## config.mk

```make
export PLATFORM = sky130hd
export DESIGN_NAME = seq_write_buffer_flat
export DESIGN_NICKNAME = d
export VERILOG_FILES = /design/src/rtl/seq_mem_pkg.sv /design/src/rtl/seq_write_buffer_if.sv /design/src/rtl/seq_wr_fifo.sv /design/src/rtl/seq_write_buffer.sv /design/src/flat_wrapper.sv
export SDC_FILE = /design/constraint.sdc
export NUM_CORES = 1
export LEC_CHECK = 0
export CAP_MARGIN = 20
export CELL_PAD_IN_SITES_DETAIL_PLACEMENT = 1
export CELL_PAD_IN_SITES_GLOBAL_PLACEMENT = 2
export CORE_ASPECT_RATIO = 0.8
export CORE_MARGIN = 2
export CORE_UTILIZATION = 43
export DETAILED_ROUTE_END_ITERATION = 10
export PLACE_DENSITY = 0.85
export SETUP_SLACK_MARGIN = 0.2
export SLEW_MARGIN = 15
export SYNTH_ARGS = -nofsm -noshare
export SYNTH_HDL_FRONTEND = slang
export SYNTH_SLANG_ARGS = --single-unit
```

## constraint.sdc

```tcl
create_clock -name clk -period 6.52 [get_ports clk]
set_clock_uncertainty 0.15 [all_clocks]
set_input_delay 1.956 -clock clk [delete_from_list [all_inputs] [get_ports clk]]
set_output_delay 1.956 -clock clk [all_outputs]
set_load 0.05 [all_outputs]
```

## src/rtl/seq_mem_pkg.sv

```systemverilog
// Shared types for the sequence generator's write path: default SRAM geometry,
// the queued entry format and the capture FSM encoding.
package seq_mem_pkg;

    localparam int SRAM_AW_DEFAULT = 10;

    typedef struct packed {
        logic [SRAM_AW_DEFAULT-1:0] addr;
        logic [31:0]                data;
    } seq_wr_entry_t;

    typedef logic cap_state_t;
    localparam cap_state_t CAP_IDLE  = 1'b0;
    localparam cap_state_t CAP_STALL = 1'b1;

endpackage

```

## src/rtl/seq_write_buffer_if.sv

```systemverilog
// Generator write port plus SRAM arbiter port of the write buffer.
// The slave modport is the buffer's view; master is the surrounding system's view.
interface seq_write_buffer_if #(
    parameter int SRAM_AW = seq_mem_pkg::SRAM_AW_DEFAULT
);
    logic [31:0]        mem_addr;
    logic [31:0]        mem_wdata;
    logic               mem_write;
    logic               mem_ready;
    logic               sram_we;
    logic [SRAM_AW-1:0] sram_addr;
    logic [31:0]        sram_wdata;
    logic               sram_gnt;

    modport master (
        output mem_addr, mem_wdata, mem_write, sram_gnt,
        input  mem_ready, sram_we, sram_addr, sram_wdata
    );

    modport slave (
        input  mem_addr, mem_wdata, mem_write, sram_gnt,
        output mem_ready, sram_we, sram_addr, sram_wdata
    );
endinterface

```

## src/rtl/seq_wr_fifo.sv

```systemverilog
// Synchronous FIFO with a combinational head read; push is accepted when full
// only if a pop happens in the same cycle.
module seq_wr_fifo #(
    parameter int  DEPTH   = 4,
    parameter type entry_t = seq_mem_pkg::seq_wr_entry_t
) (
    input  logic                       clk,
    input  logic                       rst,
    input  logic                       push,
    input  logic                       pop,
    input  entry_t                     wr_entry,
    output entry_t                     rd_entry,
    output logic                       full,
    output logic                       empty,
    output logic [$clog2(DEPTH+1)-1:0] level
);
    localparam int PW = $clog2(DEPTH);
    localparam int LW = $clog2(DEPTH + 1);

    entry_t          mem [DEPTH];
    logic [PW-1:0]   wptr_q, rptr_q;
    logic [LW-1:0]   count_q;
    logic            do_push, do_pop;

    assign full     = (count_q == LW'(DEPTH));
    assign empty    = (count_q == '0);
    assign level    = count_q;
    assign do_pop   = pop && !empty;
    assign do_push  = push && (!full || do_pop);
    assign rd_entry = mem[rptr_q];

    always_ff @(posedge clk) begin
        if (do_push) mem[wptr_q] <= wr_entry;
    end

    // Pointers wrap naturally since DEPTH is a power of two.
    always_ff @(posedge clk or posedge rst) begin
        if (rst) begin
            wptr_q  <= '0;
            rptr_q  <= '0;
            count_q <= '0;
        end else begin
            if (do_push) wptr_q <= wptr_q + 1'b1;
            if (do_pop)  rptr_q <= rptr_q + 1'b1;
            case ({do_push, do_pop})
                2'b10:   count_q <= count_q + 1'b1;
                2'b01:   count_q <= count_q - 1'b1;
                default: ;
            endcase
        end
    end
endmodule

```

## src/rtl/seq_write_buffer.sv

```systemverilog
// Write-side buffer: acks generator writes, queues valid ones and drains them
// to the SRAM under arbiter grant.
module seq_write_buffer import seq_mem_pkg::*; #(
    parameter int DEPTH   = 4,
    parameter int SRAM_AW = SRAM_AW_DEFAULT
) (
    input  logic                       clk,
    input  logic                       rst,
    seq_write_buffer_if.slave          bus,
    input  logic                       err_clr,
    output logic                       err,
    output logic                       empty,
    output logic [$clog2(DEPTH+1)-1:0] level
);
    typedef struct packed {
        logic [SRAM_AW-1:0] addr;
        logic [31:0]        data;
    } entry_t;

    cap_state_t state_q, state_d;
    logic       ready_q, ready_d;
    logic       err_q, err_d;
    logic       push, pop, space, req_valid;
    logic       fifo_full, fifo_empty;
    entry_t     wr_entry, rd_entry;

    assign req_valid = (bus.mem_addr[1:0] == 2'b00) && (bus.mem_addr[31:SRAM_AW+2] == '0);
    assign pop       = !fifo_empty && bus.sram_gnt;
    assign space     = !fifo_full || pop;
    assign wr_entry  = '{addr: bus.mem_addr[SRAM_AW+1:2], data: bus.mem_wdata};

    // A request seen while the previous ack is still high is a protocol violation and dropped.
    always_comb begin
        state_d = state_q;
        ready_d = 1'b0;
        push    = 1'b0;
        err_d   = err_clr ? 1'b0 : err_q;
        case (state_q)
            CAP_IDLE: begin
                if (bus.mem_write && !ready_q) begin
                    if (!req_valid) begin
                        err_d   = 1'b1;
                        ready_d = 1'b1;
                    end else if (space) begin
                        push    = 1'b1;
                        ready_d = 1'b1;
                    end else begin
                        state_d = CAP_STALL;
                    end
                end
            end
            CAP_STALL: begin
                if (space) begin
                    push    = 1'b1;
                    ready_d = 1'b1;
                    state_d = CAP_IDLE;
                end
            end
            default: state_d = CAP_IDLE;
        endcase
    end

    always_ff @(posedge clk or posedge rst) begin
        if (rst) begin
            state_q <= CAP_IDLE;
            ready_q <= 1'b0;
            err_q   <= 1'b0;
        end else begin
            state_q <= state_d;
            ready_q <= ready_d;
            err_q   <= err_d;
        end
    end

    seq_wr_fifo #(
        .DEPTH   (DEPTH),
        .entry_t (entry_t)
    ) u_fifo (
        .clk      (clk),
        .rst      (rst),
        .push     (push),
        .pop      (pop),
        .wr_entry (wr_entry),
        .rd_entry (rd_entry),
        .full     (fifo_full),
        .empty    (fifo_empty),
        .level    (level)
    );

    assign bus.mem_ready  = ready_q;
    assign bus.sram_we    = !fifo_empty;
    assign bus.sram_addr  = rd_entry.addr;
    assign bus.sram_wdata = rd_entry.data;
    assign err            = err_q;
    assign empty          = fifo_empty && (state_q == CAP_IDLE);
endmodule

```

## src/flat_wrapper.sv

```systemverilog
// flat-port wrapper written by rule: the top's interface ports become plain ports
module seq_write_buffer_flat import seq_mem_pkg::*;
#(
    parameter int DEPTH   = 4,
    parameter int SRAM_AW = SRAM_AW_DEFAULT
)
  (clk, rst, err_clr, err, empty, level, bus_mem_addr, bus_mem_wdata, bus_mem_write, bus_sram_gnt, bus_mem_ready, bus_sram_we, bus_sram_addr, bus_sram_wdata);
  seq_write_buffer_if #(.SRAM_AW(SRAM_AW)) bus_i ();
  input  logic clk;
  input  logic rst;
  input  logic err_clr;
  output logic err;
  output logic empty;
  output logic [$clog2(DEPTH+1)-1:0] level;
  input wire logic [$bits(bus_i.mem_addr)-1:0] bus_mem_addr;
  input wire logic [$bits(bus_i.mem_wdata)-1:0] bus_mem_wdata;
  input wire logic [$bits(bus_i.mem_write)-1:0] bus_mem_write;
  input wire logic [$bits(bus_i.sram_gnt)-1:0] bus_sram_gnt;
  output wire logic [$bits(bus_i.mem_ready)-1:0] bus_mem_ready;
  output wire logic [$bits(bus_i.sram_we)-1:0] bus_sram_we;
  output wire logic [$bits(bus_i.sram_addr)-1:0] bus_sram_addr;
  output wire logic [$bits(bus_i.sram_wdata)-1:0] bus_sram_wdata;
  assign bus_i.mem_addr = bus_mem_addr;
  assign bus_i.mem_wdata = bus_mem_wdata;
  assign bus_i.mem_write = bus_mem_write;
  assign bus_i.sram_gnt = bus_sram_gnt;
  assign bus_mem_ready = bus_i.mem_ready;
  assign bus_sram_we = bus_i.sram_we;
  assign bus_sram_addr = bus_i.sram_addr;
  assign bus_sram_wdata = bus_i.sram_wdata;
  seq_write_buffer #(.DEPTH(DEPTH), .SRAM_AW(SRAM_AW)) u_core (.clk(clk), .rst(rst), .bus(bus_i), .err_clr(err_clr), .err(err), .empty(empty), .level(level));
endmodule
```

==> results of run 1 <==
power groups by stage:
stage | registers (mW) | clock network, mW | logic, mW
2_1_floorplan | 1.34 | 0 | 0.937
3_3_place_gp | 1.45 | 0 | 1.24
3_5_place_dp | 1.45 | 0 | 1.24
4_1_cts | 1.43 | 0.990 | 1.25
5_1_grt | 1.45 | 1.03 | 1.28
6_report | 1.42 | 0.968 | 1.24
metal layers:
metal	track usage, %	wire length, um
met5	0	0
met4	5.03	141
met3	5.45	542
met2	31.8	7450
met1	22.9	5850
final timing paths:
kind,from,endpoint,slack [ns],cells past startpoint
max in group asynchronous,rst,u_core.u_fifo.rptr_q[0]$_DFFE_PP0P_,4.20,2
hold reg to reg,u_core.u_fifo.level[2]$_DFFE_PP0P_,u_core.u_fifo.level[2]$_DFFE_PP0P_,0.37,1
setup / recovery,u_core.u_fifo.rptr_q[0]$_DFFE_PP0P_,bus_sram_addr[5],1.55,2
setup reg to reg,u_core.u_fifo.level[0]$_DFFE_PP0P_,u_core.u_fifo.level[2]$_DFFE_PP0P_,3.67,10
hold / removal,u_core.u_fifo.level[2]$_DFFE_PP0P_,u_core.u_fifo.level[2]$_DFFE_PP0P_,0.37,1
min in group asynchronous,rst,u_core.state_q$_DFF_PP0_,1.68,2
state kept, by name, indices dropped and copies added, names as in the netlist:
register              count
u_core.u_fifo.mem       168
u_core.u_fifo.level       3
u_core.u_fifo.rptr_q      2
u_core.u_fifo.wptr_q      2
u_core.bus.mem_ready      1
u_core.err                1
u_core.state_q            1
cells in the final DEF, fill, tap and decap left out, drive strengths merged, types with 4 or more instances in the layout:
cell type	instances
mux4	42
clkinv	4
clkinvlp	4
clkdlybuf4s50	117
dfrtp	10
and2	5
edfxtp	168
clkbuf	17
ha	5
inv	13
nor4	5
cells by family after synthesis:
group | share of synthesized area [%]
XOR/XNOR | 0.784
flip-flops | 79.0
AO/OA/AOI/OAI | 0.803
buffers and inverters | 1.10
multiplexers | 14.5
AND/OR/NAND/NOR | 2.56
adder cells (fa/ha/maj) | 1.23
layout make-up:
type | instances | area, um^2
timing repair buffer | 119 | 1220
clock inverter | 14 | 130
fill | 1334 | 6410
multi-input combinational | 83 | 1330
tap | 210 | 263
sequential | 178 | 5300
clock buffer | 17 | 425
inverter | 8 | 30.0
stage by stage:
step                      utilization [%]  instance area [um^2]
after global placement               53.6                  8100
after detailed placement             53.6                  8100
final                                57.6                  8700
after global routing                 57.6                  8700
after CTS                            57.2                  8650
after floorplan                         -                  6700
worst register-to-register path, stage by stage, from the launching register on:
cell      delay [ns]
dfrtp_1         0.44
nor4b_2         0.61
nand2b_1        0.23
o41ai_4         0.15
inv_1           0.11
ha_1            0.21
inv_1           0.07
fa_1            0.38
xor2_1          0.15
nor2_1          0.12
xor2_1          0.16
==> impl_results.md, run 1 <==
- Status: completed
- H-tree Lvls: 4
- Clock sinks: 178
- Initial antenna violation count: 0
- Post-synth EDFFs: 168
- First-pass GRT wire length: 21.5 mm
- Hold buffers post-CTS: 0
- Switching pwr: 1.31 mW
- Postcts setup bufs: 0
- Core area: 15100 um^2
- RSZ-0062 raised after global routing: false
- Synth warn: 0
- Crit-path cells: mux4_2 -> clkdlybuf4s50_1
- Total power: 3.63 mW
- Comb power frac: 34.2%
- Primary FF master, synth: edfxtp_1
- Hold Vio Cnt, Final: 0
- ANT cells: 0
- Die width: 144 um
- Final wirelength: 14.0 mm
- Largest net degree at the start of global routing: 45
- Commonest cells in the netlist: edfxtp_1, mux4_2, dfrtp_1
- Clk Latency, worst-skew pair: 0.42 ns
- Max Cap Violations: 0
- Post-synth net total: 354
- WS Path Type: flop to output port
- Pre-CTS WS: 1.38 ns
- Synth area leader: edfxtp_1
- Internal power: 2.32 mW
- DP Wirelength: 8.15 mm
- Period Utilization, post-route: 76.2%
- Via density: 5.16
- Distinct cells, synth: 30
- Syn Std Cell Area: 6700 um^2
- Placer Congestion: 0.659
- DRC Markers: 0
- Ratio of cells with drive above 1 in the final layout: 20.8%
- Vias: 3246
- CTS Root Cell: clkbuf_16
- Post-Syn Area per Cell: 24.0 um^2
- Final Net Count: 482
- Clock tree buffer depth: 2
- Synth Instances: 279
- Drt first pass iters: 5
- Worst EP required: 4.41 ns
- Most frequent cell after synthesis: edfxtp_1
- Area grow syn2layout: 29.9%
- Crit start category: flop
- Slew HR: 24.9%
- Switching part of the total power: 36.0%
- Register area share after synthesis: 79.0%
- Synth top area share: 75.3%
- Post-CTS Resized: 0
- PwrDens: 417 nW/um^2
- CTS clock-pin slew for the worst setup and hold paths: 0.07 ns
- Wire per inst: 22.2 um
- Final TNS setup: 0 ns
- Global route overflow: 0
- Final Critical Period: 4.97 ns
- CTS tree: done
- Final setup viols: 0
- Fmax: 201 MHz
- Worst-Margin Slew: 1.13 ns
- # port buffers: 117
- Final ANT Viol Nets: 0
- Synth area leaders: edfxtp_1, mux4_2, dfrtp_1
- Register bit total from synthesis: 178
- IO Pins: 118
- Worst VDD drop: 0.000249 V
- Initial Util: 44.3%
- Max Transition Viols Final: 0
- Die Y: 116 um
- # rows: 40
- P_leak: 2.84 nW
- Flop pwr share: 39.2%
- Clk network pwr share: 26.7%
- HP Class: flop to flop
- Vias in the first global route: 3723
- Total track usage: 18.4%
- Post-Layout Cell Count: 629
- DP Cell Count: 596
- Fraction of registers with async set/reset: 5.62%
- Iter 0 DRT Violations: 221
- Worst EP arrival: 2.86 ns
- CP max FO: 44
- Delay-heaviest family, CP: flip-flops
- Die area: 16600 um^2
- Slowest CP cell: dfrtp_4
- Final WS setup: 1.55 ns
- WP buf/inv: 1
- Final hold slack: 0.375 ns
- CTS buffer count: 17
- Critical path's largest stage delay: 1.03 ns
- Setup crit end kind: output port
(Power assumes the default switching activity.)
==> run 2, diff against run 1 <==
--- a/config.mk
+++ b/config.mk
@@ -10,9 +10,9 @@
 export CELL_PAD_IN_SITES_GLOBAL_PLACEMENT = 2
 export CORE_ASPECT_RATIO = 0.8
 export CORE_MARGIN = 2
-export CORE_UTILIZATION = 43
+export CORE_UTILIZATION = 36
 export DETAILED_ROUTE_END_ITERATION = 10
-export PLACE_DENSITY = 0.85
+export PLACE_DENSITY = 0.76
 export SETUP_SLACK_MARGIN = 0.2
 export SLEW_MARGIN = 15
 export SYNTH_ARGS = -nofsm -noshare
==> constraint.sdc (replaced) <==
create_clock -name clk -period 4.5 [get_ports clk]
set_clock_uncertainty 0.15 [all_clocks]
set_input_delay 1.35 -clock clk [delete_from_list [all_inputs] [get_ports clk]]
set_output_delay 1.35 -clock clk [all_outputs]
set_load 0.05 [all_outputs]
==> impl_results.md, run 2 (synthesized netlist as in run 1, its figures left out) <==
- Register bank with the most flops: u_core.u_fifo.mem
- Clock sinks: 178 (unchanged)
- Area of the multi-input gates: 1330 um^2 (-0.19%)
- Max Cap Violations: 0 (unchanged)
- WS Path Type: flop to output port
- Postcts setup bufs: 0 (unchanged)
- Largest net degree at the start of global routing: 45 (unchanged)
- Worst-Margin Slew: 0.541 ns (-0.585 ns)
- HP Class: flop to flop
- Post-CTS Resized: 0 (unchanged)
- CTS Root Cell: clkbuf_16
- CTS buffer count: 17 (unchanged)
- Die Y: 126 um (+9.0%)
- Met1 WL: 5.90 mm (+0.82%)
- First-pass GRT wire length: 21.2 mm (-1.7%)
- Pre-CTS WS: 0.387 ns (-0.992 ns)
- ANT cells: 0 (unchanged)
- Crit start category: flop
- DRC Markers: 0 (unchanged)
- IO Pins: 118 (unchanged)
- H-tree Lvls: 4 (unchanged)
- CTS tree: done
- Drt first pass iters: 4 (-1)
- Hold buffers post-CTS: 0 (unchanged)
- Met3 wire length: 530 um (-2.2%)
- Worst VDD drop: 0.000326 V (+31%)
- Initial antenna violation count: 0 (unchanged)
- Worst r2r src: u_core.u_fifo.level[0]$_DFFE_PP0P_
- Core area: 18200 um^2 (+20%)
- Global route overflow: 0 (unchanged)
- Highest Signal Layer: met4
- Total power: 5.27 mW (+45%)
- Fmax: 249 MHz
- Initial Util: 36.9% (-7.4 points)
- Vias in the first global route: 3662 (-1.6%)
- Final Critical Period: 4.02 ns
- Final TNS setup: 0 ns (unchanged)
- R2R depth: 11 (+1)
- Vias: 3213 (-1.0%)
- Commonest non-fill, non-tap cell in the layout: edfxtp_1
- Worst Min Path Start: u_core.u_fifo.level[2]$_DFFE_PP0P_
- Slew HR: 63.8% (+39 points)
- Max reg flops: 168 (unchanged)
- Total track usage: 14.6% (-3.7 points)
- Placer Congestion: 0.714 (+8.4%)
- Filler cells: 1657 (+24%)
- Final WS setup: 0.479 ns (-1.07 ns)
- Final setup viols: 0 (unchanged)
- Worst EP required: 3.00 ns (-1.41 ns)
- Period Utilization, post-route: 89.4%
- Final Net Count: 492 (+2.1%)
- Hold Vio Cnt, Final: 0 (unchanged)
- Die width: 157 um (+9.0%)
- Die area: 19700 um^2 (+19%)
- Setup crit start: u_core.u_fifo.rptr_q[1]$_DFFE_PP0P_
- Worst EP arrival: 2.52 ns (-0.34 ns)
- Commonest cells after routing, fill and taps aside: edfxtp_1, clkdlybuf4s50_1, mux4_2
- Ratio of cells with drive above 1 in the final layout: 22.3% (+1.6 points)
- Area grow syn2layout: 31.0%
- Max Transition Viols Final: 0 (unchanged)
- Clock tree buffer depth: 2 (unchanged)
- Wire per inst: 20.3 um (-8.8%)
- Via density: 4.87 (-5.7%)
- P_leak: 2.89 nW (+2.1%)
- # rows: 44 (+10%)
- CP max FO: 18 (-59%)
- Met2 WL: 6.83 mm (-8.3%)
- Setup crit end kind: output port
- CTS clock-pin slew for the worst setup and hold paths: 0.07 ns (about the same)
- RSZ-0062 raised after global routing: false
- Final ANT Viol Nets: 0 (unchanged)
- Clk Latency, worst-skew pair: 0.42 ns (about the same)
- # port buffers: 117 (unchanged)
- Status: completed
- Hold path depth: 1 (unchanged)
- DP Wirelength: 8.46 mm (+3.7%)
- PwrDens: 600 nW/um^2 (+44%)
- Reg area: 5300 um^2 (unchanged)
- Final wirelength: 13.4 mm (-4.3%)
- Iter 0 DRT Violations: 161 (-27%)
- Final hold slack: 0.376 ns (+0.00138 ns)
- Layout Utilization: 48.3% (-9.2 points)
## run 2: critical path, cell delays in order, from the launching register on
cell and delay, ns:
dfrtp_2 0.66, buf_4 0.35, mux4_2 0.36, clkdlybuf4s50_1 0.72
## run 2: stage by stage
step	std cells	area, um^2
2_1_floorplan	279	6700
3_3_place_gp	628	8220
3_5_place_dp	628	8220
4_1_cts	660	8780
5_1_grt	660	8780
6_report	660	8780
## run 2: final cells by class
type	count	share of cell area [%]
flip-flops and latches	178	60.4
clock buffers	17	4.85
repair buffers	129	14.5
multi-input cells	83	15.2
clock inverters	15	1.50
well taps	230	3.28
inverters	8	0.342
## run 2: report_power, final
part           switching [mW]  total (mW)  internal [mW]
Combinational            1.21        1.99          0.786
Sequential             0.0591        1.90           1.84
Clock                   0.614        1.38          0.766
Total                    1.88        5.27           3.39
## run 2: worst paths after layout
path / end / slack, ns
setup / recovery: bus_sram_wdata[1] / 0.48
hold reg to reg: u_core.u_fifo.level[2]$_DFFE_PP0P_ / 0.38
min in group asynchronous: u_core.u_fifo.level[0]$_DFFE_PP0P_ / 1.09
setup reg to reg: u_core.u_fifo.level[2]$_DFFE_PP0P_ / 1.89
max in group asynchronous: u_core.u_fifo.rptr_q[0]$_DFFE_PP0P_ / 2.77
hold / removal: u_core.u_fifo.level[2]$_DFFE_PP0P_ / 0.38
## run 2: routing by layer
layer / global-route usage [%] / vias up
li1: - / 1436
met1: 18.8 / 1689
met2: 24.5 / 75
met3: 4.58 / 13
met4: 3.56 / 0
met5: 0 / -
==> run 3, diff against run 2 <==
--- a/config.mk
+++ b/config.mk
@@ -10,9 +10,9 @@
 export CELL_PAD_IN_SITES_GLOBAL_PLACEMENT = 2
 export CORE_ASPECT_RATIO = 0.8
 export CORE_MARGIN = 2
-export CORE_UTILIZATION = 36
+export CORE_UTILIZATION = 35
 export DETAILED_ROUTE_END_ITERATION = 10
-export PLACE_DENSITY = 0.76
+export PLACE_DENSITY = 0.74
 export SETUP_SLACK_MARGIN = 0.2
 export SLEW_MARGIN = 15
 export SYNTH_ARGS = -nofsm -noshare
==> impl_results.md, run 3 (synthesized netlist as in run 1, its figures left out) <==
- Clk Latency, worst-skew pair: 0.42 ns (about the same)
- Slowest CP cell: clkdlybuf4s50_1
- Worst VDD drop: 0.000279 V (-14%)
- HP Class: flop to flop
- First-pass GRT wire length: 21.3 mm (+0.52%)
- RSZ-0062 raised after global routing: false
- Final Net Count: 493 (+0.20%)
- Final Critical Period: 4.07 ns (+0.0511 ns)
- Final wirelength: 13.8 mm (+3.3%)
- Hold Vio Cnt, Final: 0 (unchanged)
- Die Y: 128 um (+1.4%)
- Placer Congestion: 0.688 (-3.7%)
- H-tree Lvls: 4 (unchanged)
- WS Path Type: flop to output port
- Register bank with the most flops: u_core.u_fifo.mem
- Final ANT Viol Nets: 0 (unchanged)
- CP max FO: 17 (-1)
- Commonest non-fill, non-tap cell in the layout: edfxtp_1
- Max Transition Viols Final: 0 (unchanged)
- Hold buffers post-CTS: 0 (unchanged)
- Die width: 159 um (+1.4%)
- CTS buffer count: 17 (unchanged)
- PwrDens: 592 nW/um^2 (-1.4%)
- # port buffers: 117 (unchanged)
- Area grow syn2layout: 33.4%
- Period Utilization, post-route: 90.5% (+1.1 points)
- # rows: 45 (+2.3%)
- Hold path depth: 1 (unchanged)
- Clock sinks: 178 (unchanged)
- Worst-Margin Slew: 0.579 ns (+0.0374 ns)
- Crit-path cells: buf_12 -> mux4_2 -> clkdlybuf4s50_1
- Initial Util: 35.5% (-1.4 points)
- Critical path's largest stage delay: 0.73 ns (about the same)
- Worst EP arrival: 2.57 ns (+0.05 ns)
- Final hold slack: 0.372 ns (-0.00366 ns)
- ANT cells: 0 (unchanged)
- R2R depth: 11 (unchanged)
- R2R setup slack: 1.93 ns (+0.04 ns)
- DRC Markers: 0 (unchanged)
- P_leak: 2.92 nW (+0.75%)
- CTS Root Cell: clkbuf_16
- IO Pins: 118 (unchanged)
- Final setup viols: 0 (unchanged)
- Via density: 4.73 (-2.8%)
- Ratio of cells with drive above 1 in the final layout: 22.7% (+0.41 points)
- Worst r2r dst: u_core.u_fifo.level[2]$_DFFE_PP0P_
- Slew HR: 61.3% (-2.5 points)
- Setup crit start: u_core.u_fifo.rptr_q[0]$_DFFE_PP0P_
- Layout Utilization: 47.4% (-0.93 points)
- Vias in the first global route: 3693 (+0.85%)
- Max Cap Violations: 0 (unchanged)
- Max reg flops: 168 (unchanged)
- CTS clock-pin slew for the worst setup and hold paths: 0.07 ns (about the same)
- Fmax: 246 MHz (-1.3%)
- Worst Min Path Start: u_core.u_fifo.level[2]$_DFFE_PP0P_
- Setup crit end kind: output port
- Total power: 5.29 mW (+0.40%)
- Final TNS setup: 0 ns (unchanged)
- Clock tree buffer depth: 2 (unchanged)
- Worst EP required: 3.00 ns (about the same)
- Iter 0 DRT Violations: 128 (-20%)
- CTS tree: done
- Status: completed
- Wire per inst: 20.1 um (-1.1%)
- Drt first pass iters: 4 (unchanged)
- Commonest cells after routing, fill and taps aside: edfxtp_1, clkdlybuf4s50_1, mux4_2
- Core area: 18900 um^2 (+3.8%)
- Global route overflow: 0 (unchanged)
- Crit start category: flop
- Initial antenna violation count: 2 (+2)
- Total track usage: 14.4% (-0.26 points)
- Largest net degree at the start of global routing: 26 (-42%)
- Die area: 20300 um^2 (+2.8%)
- Vias: 3259 (+1.4%)
- Hold endpoint: u_core.u_fifo.level[2]$_DFFE_PP0P_
- DP Wirelength: 9.20 mm (+8.7%)
- Worst r2r src: u_core.u_fifo.level[0]$_DFFE_PP0P_
## run 3: cell count changes in the layout (fill, tap and decap cells not counted)
cell,before,now
buf_12,1,10
clkinvlp_4,1,3
clkinv_1,3,0
buf_16,0,1
clkinv_2,2,1
bufinv_16,1,0
buf_4,11,2
clkbuf_1,0,2
clkinv_4,4,7
inv_6,3,1
## run 3: routing by layer
layer / global-route usage (%) / wire length (um) / vias up
met5: 0 / 11 / -
met4: 3.71 / 138 / 2
met3: 4.16 / 702 / 16
met2: 23.7 / 6810 / 76
met1: 18.9 / 6160 / 1724
li1: - / - / 1441
## run 3: worst max-delay path by stage
stage                                              end  slack, ns  cells past startpoint
floorplan                                        empty       0.99                      2
global placement    u_core.u_fifo.level[2]$_DFFE_PP0P_       0.48                     11
detailed placement  u_core.u_fifo.level[2]$_DFFE_PP0P_       0.40                     11
CTS                                  bus_sram_wdata[1]       0.35                      3
global route                        bus_sram_wdata[10]       0.32                      3
finish                               bus_sram_wdata[1]       0.43                      3
## run 3: final cells by class
type / instances / area [um^2]
fillers: 1703 / 9920
flip-flops and latches: 178 / 5300
inverters: 8 / 30.0
clock buffers: 19 / 433
multi-input cells: 83 / 1330
clock inverters: 13 / 109
repair buffers: 130 / 1410
well taps: 258 / 323
## run 3: worst max-delay path, delay by kind of cell (launching register included)
kind                   cells  cell delay [ns]
buffers and inverters      2             0.97
flip-flops                 1             0.63
multiplexers               1             0.54
## run 3: through the flow
stage	setup WS (ns)	area [um^2]	cells
floorplan	0.988	6700	279
detailed placement	0.396	8370	656
global route	0.325	8940	689
global placement	0.481	8370	656
finish	0.428	8940	689
CTS	0.354	8940	689
## run 3: power by group
group	leakage (nW)	switching [mW]	internal (mW)	total (mW)
combinational	1.03	1.19	0.825	2.01
clock	0.256	0.620	0.716	1.34
sequential	1.63	0.102	1.84	1.94
total	2.92	1.91	3.38	5.29
## run 3: repair_timing
action,in CTS,in global routing
gates resized for setup,0,0
setup buffers,1,0
endpoints found under the setup margin,7,0
